[src/rtl/gf_muls_4_seq.sv]
// Sequential GF(2^4) multiplier (normal basis) that reuses one GF(2^2) multiplier
// over three cycles for the high, low and cross sub-products.

module gf_muls_2 (
  input  logic [1:0] x,
  input  logic [1:0] y,
  input  logic       ab,
  input  logic       cd,
  output logic [1:0] m
);

  logic t;

  assign t = ab & cd;
  assign m = {(x[1] & y[1]) ^ t, (x[0] & y[0]) ^ t};

endmodule

module gf_muls_4_seq #(
  parameter int unsigned CNT_W = 8
) (
  input  logic             clk,
  input  logic             rst,
  input  logic             in_valid,
  output logic             in_ready,
  input  logic [3:0]       a,
  input  logic [3:0]       b,
  output logic             out_valid,
  input  logic             out_ready,
  output logic [3:0]       q,
  output logic [CNT_W-1:0] ops_done
);

  typedef enum logic [2:0] {
    IDLE  = 3'd0,
    S_HI  = 3'd1,
    S_LO  = 3'd2,
    S_MID = 3'd3,
    DONE  = 3'd4
  } state_t;

  state_t     state;
  state_t     state_next;
  logic [3:0] a_reg;
  logic [3:0] b_reg;
  logic [1:0] ph;
  logic [1:0] pl;
  logic [1:0] mx;
  logic [1:0] my;
  logic       ab;
  logic       cd;
  logic [1:0] m;
  logic [1:0] e;

  assign in_ready  = (state == IDLE);
  assign out_valid = (state == DONE);

  // Operand mux for the shared multiplier; idle states feed zeros.
  always_comb begin
    mx = '0;
    my = '0;
    case (state)
      S_HI: begin
        mx = a_reg[3:2];
        my = b_reg[3:2];
      end
      S_LO: begin
        mx = a_reg[1:0];
        my = b_reg[1:0];
      end
      S_MID: begin
        mx = a_reg[3:2] ^ a_reg[1:0];
        my = b_reg[3:2] ^ b_reg[1:0];
      end
      default: begin
        mx = '0;
        my = '0;
      end
    endcase
  end

  assign ab = mx[1] ^ mx[0];
  assign cd = my[1] ^ my[0];

  gf_muls_2 u_mul (
    .x  (mx),
    .y  (my),
    .ab (ab),
    .cd (cd),
    .m  (m)
  );

  // Scale the cross product by N.
  assign e = {m[0], m[1] ^ m[0]};

  always_comb begin
    state_next = state;
    case (state)
      IDLE:    if (in_valid) state_next = S_HI;
      S_HI:    state_next = S_LO;
      S_LO:    state_next = S_MID;
      S_MID:   state_next = DONE;
      DONE:    if (out_ready) state_next = IDLE;
      default: state_next = IDLE;
    endcase
  end

  always_ff @(posedge clk) begin
    if (rst) begin
      state <= IDLE;
    end else begin
      state <= state_next;
    end
  end

  always_ff @(posedge clk) begin
    if (rst) begin
      a_reg    <= '0;
      b_reg    <= '0;
      ph       <= '0;
      pl       <= '0;
      q        <= '0;
      ops_done <= '0;
    end else begin
      case (state)
        IDLE: begin
          if (in_valid) begin
            a_reg <= a;
            b_reg <= b;
          end
        end
        S_HI:  ph <= m;
        S_LO:  pl <= m;
        S_MID: q  <= {ph ^ e, pl ^ e};
        DONE: begin
          if (out_ready) ops_done <= ops_done + CNT_W'(1);
        end
        default: ;
      endcase
    end
  end

endmodule

[config.mk]
export PLATFORM = sky130hd
export DESIGN_NAME = gf_muls_4_seq
export DESIGN_NICKNAME = d
export VERILOG_FILES = /design/src/rtl/gf_muls_4_seq.sv
export SDC_FILE = /design/constraint.sdc
export NUM_CORES = 1
export LEC_CHECK = 0
export CAP_MARGIN = 20
export CORE_ASPECT_RATIO = 1.1
export CORE_MARGIN = 2
export CORE_UTILIZATION = 51
export CTS_CLUSTER_DIAMETER = 100
export DETAILED_ROUTE_END_ITERATION = 10
export PLACE_DENSITY = 0.78
export SLEW_MARGIN = 30
export SYNTH_ARGS = -nofsm -noshare
export SYNTH_HDL_FRONTEND = slang
export SYNTH_SLANG_ARGS = --single-unit
[constraint.sdc]
create_clock -name clk -period 3.7 [get_ports clk]
set_clock_uncertainty 0.1 [all_clocks]
set_input_delay 0.37 -clock clk [delete_from_list [all_inputs] [get_ports clk]]
set_output_delay 0.37 -clock clk [all_outputs]
set_load 0.01 [all_outputs]
==> metrics.md <==
| Metric | Value |
|---|---|
| Status | complete, no violations |
| Clock tree from TritonCTS | done |
| Global router's overall resource usage | roughly a fifth |
| Peak Freq | between 400 and 500 MHz |
| Number of cells produced by synthesis | between 150 and 200 |
| Worst-case clock buffer depth | 2 |
| Aggregate negative setup slack | 0 ns |
| Combined area of all synthesized cells | around 1400 sq um |
| Post-route total power | around 0.53 mW |
| Count of instances resized after the clock tree is built | 0 |
| Aggregate global routing overflow | 0 |
| Starting utilization of the core area | a little over half |
| Total Die Area | roughly 3200 sq um |
| Final weighted congestion in routability-driven placement | 0.7481 |
| TritonCTS sink count | 27 |
| Crit. Startpoint | state[2]$_SDFFE_PP0P_ |
| Mean routed wirelength per cell | about 13 um |
| Hold path startpoint | b_reg[0]$_SDFFE_PP0P_ |
| Power density cells | 321.3 nW/um^2 |
| Layout cell share with drive strength beyond 1 | approximately 8% |
| Worst vdd rail ir drop | roughly 0.27 mV |
| Count of antenna diodes in the layout | 0 |
| Area inside the core boundary | approximately 2600 sq um |
| Ports placed on the boundary | 26 |
| Number of flops mapped to enable cells by yosys | 0 |
| Path type of the worst min-delay path | reg -> reg |
| FF+latch count, synth | 27 |
| Setup repair after global routing missed its margin | false |
| Floorplan die width | ~54 um |
| Reg-to-reg critical path startpoint | state[1]$_SDFFE_PP0P_ |
| Yosys Warn Count | 0 |
| Final hold violation count | 0 |
| Iteration count of the initial detailed-routing pass | 4 |
| Number of buffers added by the clock tree synthesis step | 3 |
| FILL cells | roughly 250 |
| Relative slew margins | between 60% and 70% |
| Setup slack of the most critical reg-to-reg path | ~1.5 ns |
| Endpoint class of the critical path | primary output |
| Leak Pwr | between 0.5 and 0.6 nW |
| Final setup violating endpoints | 0 |
| Antenna Nets Post-Route | 0 |
| Die span in y | 58.98 um |
| Violation count after the first detailed-routing iteration | 19 |
| Buffers inserted during post-CTS setup optimization | 0 |
| Commonest register cell after synthesis | sky130_fd_sc_hd__dfxtp_1 |
| Count of different cell masters after synthesis | 38 |
| Number of flip-flops under the largest register name | 8 |
| Post-CTS clock slew at the launch and capture registers of the worst setup and hold paths | around 0.14 ns |
| Final critical-path share of the clock period | between 60% and 70% |
| H-tree level count | 1 |
| Startpoint class of the critical path | register |
| Clock Root Buffer | sky130_fd_sc_hd__clkbuf_4 |
| Worst setup path category | reg -> out |
| Async set or reset register ratio after synthesis | 0% |
| Cell Area, Placed | between 1500 and 2000 sq um |
| Via count of the routed design | approximately 1.2k |
| Cells traversed along the worst timing path | nor3b_1 -> clkdlybuf4s50_1 |
| Max-cap check violation count | 0 |
| Register with the highest flop count | ops_done |
| Part of the Yosys area used for sequential elements | about two fifths |
| Largest net degree at the start of global routing | 29 |
| Port-buffer cells | 25 |
| Avg Inst Size Synth | 8.597 sq um |
| Slew Viols, Final | 0 |
| Row count | 19 |
| Post-route DRC violation count | 0 |
| Critical path's slowest cell | sky130_fd_sc_hd__dfxtp_1 |
| Placed wire-length estimate after detailed placement | roughly 2000 um |
| Wire length of the first global-routing pass | roughly 4600 um |
| Detailed Route WL | between 2000 and 3000 um |
| Required time of the critical path | about 3.2 ns |
| Layout-stage area growth over the synthesis result | 17.95% |
| Largest incremental delay on the critical path | just over 0.7 ns |
| Final Critical Period | approximately 2.5 ns |
| Via density | ~5.4 |
| Biggest fanout along the worst timing path | 19 |
| Post-Synthesis Net Count | approximately 180 |
| Insertion delay of the later-clocked pin in the worst-skew pair | 0.32 ns |
| Summed area of non-filler cells in the final layout | between 1500 and 2000 sq um |
| Number of global-route vias before repair | roughly 1.1k |
| Number of nets in the final layout | approximately 200 |
| Transition at the pin with the smallest max-transition slack | between 0.5 and 0.6 ns |
| Initial antenna violation count | 0 |
| Number of hold buffers added after cts | 0 |
| Arrival time worst endpoint | between 2 and 2.5 ns |
cell type report:
| type | instances | area [sq um] | area share [%] |
|---|---|---|---|
| inverter | 1 | 3.754 | 0.2271 |
| timing repair buffer | 25 | 245.2 | 14.84 |
| multi-input combinational | 125 | 797.0 | 48.22 |
| sequential | 27 | 540.5 | 32.70 |
| tap | 31 | 38.79 | 2.347 |
| clock inverter | 1 | 5.005 | 0.3028 |
| clock buffer | 3 | 22.52 | 1.363 |
cells in the final DEF (no fill, tap or decap), drive strengths merged, types with 2 or more instances in the layout:
master         count
mux2i              2
nor2              13
nor3b              7
a21oi             13
nand3              6
nor4               4
o21ai              8
nand4              2
clkdlybuf4s50     24
a32oi              3
nor3               7
clkbuf             3
nand2             27
and4bb             2
and2               3
nand2b             3
xnor2              8
xor2               6
dfxtp             27
a311o              2
kinds of logic after synthesis:
family,synth area share [%]
xor+xnor,10.63
simple gates,32.59
compound gates,11.34
mux,1.429
flops,38.57
fa+ha+maj,0.8927
buf+inv,4.553
worst max-delay path: cells and delay by family (launching register included):
kind / cells / cell delay [ns]
flops: 1 / 0.72
buf+inv: 1 / 0.60
simple gates: 1 / 0.37
metrics by stage:
| stage | worst slack, ns | util, % | std cells | hold WS [ns] |
|---|---|---|---|---|
| after global placement | 1.386 | 63.50 | 209 | 0.3480 |
| after floorplan | 1.832 | - | 163 | 0.3364 |
| after global routing | 1.017 | 64.38 | 213 | 0.3821 |
| after CTS | 1.216 | 64.57 | 213 | 0.3732 |
| final | 1.218 | 64.38 | 213 | 0.3692 |
| after detailed placement | 1.303 | 63.50 | 209 | 0.3537 |
final timing paths:
kind	endpoint	depth (start not counted)
worst max-delay path	out_valid	2
worst min-delay path	b_reg[0]$_SDFFE_PP0P_	2
worst max register to register	ph[0]$_SDFFE_PP0N_	6
worst min register to register	b_reg[0]$_SDFFE_PP0P_	2
power by group:
group / internal [mW] / switching, mW / leakage [nW]
Clock: 0.0405 / 0.0860 / 0.0177
Sequential: 0.306 / 0.0209 / 0.220
Combinational: 0.0377 / 0.0397 / 0.348
cell usage after synthesis, types with 2 or more instances:
| cell | number | area, sq um |
|---|---|---|
| sky130_fd_sc_hd__a21oi_1 | 13 | 65.06 |
| sky130_fd_sc_hd__a311o_1 | 2 | 20.02 |
| sky130_fd_sc_hd__a32oi_1 | 3 | 26.28 |
| sky130_fd_sc_hd__and2_1 | 3 | 18.77 |
| sky130_fd_sc_hd__and4bb_1 | 2 | 25.02 |
| sky130_fd_sc_hd__buf_4 | 2 | 15.01 |
| sky130_fd_sc_hd__buf_6 | 2 | 22.52 |
| sky130_fd_sc_hd__clkbuf_1 | 6 | 22.52 |
| sky130_fd_sc_hd__dfxtp_1 | 27 | 540.5 |
| sky130_fd_sc_hd__mux2i_1 | 2 | 20.02 |
| sky130_fd_sc_hd__nand2_1 | 24 | 90.09 |
| sky130_fd_sc_hd__nand2_2 | 2 | 12.51 |
| sky130_fd_sc_hd__nand2b_1 | 3 | 18.77 |
| sky130_fd_sc_hd__nand3_1 | 6 | 30.03 |
| sky130_fd_sc_hd__nand4_1 | 2 | 12.51 |
| sky130_fd_sc_hd__nor2_1 | 12 | 45.04 |
| sky130_fd_sc_hd__nor3_1 | 6 | 30.03 |
| sky130_fd_sc_hd__nor3b_1 | 6 | 45.04 |
| sky130_fd_sc_hd__nor4_1 | 4 | 25.02 |
| sky130_fd_sc_hd__o21ai_0 | 8 | 40.04 |
| sky130_fd_sc_hd__xnor2_1 | 6 | 52.55 |
| sky130_fd_sc_hd__xor2_1 | 6 | 52.55 |
per-layer routing:
metal | up-vias | GRT usage (%) | wire [um] | share of wire (%)
met5 | - | 0 | 0 | 0
met4 | 0 | 8.214 | 27 | 1.0
met3 | 2 | 3.030 | 82 | 3.0
met2 | 17 | 35.37 | 1360 | 50
met1 | 525 | 22.51 | 1225 | 45
li1 | 614 | - | - | -
(Power assumes the default switching activity.)
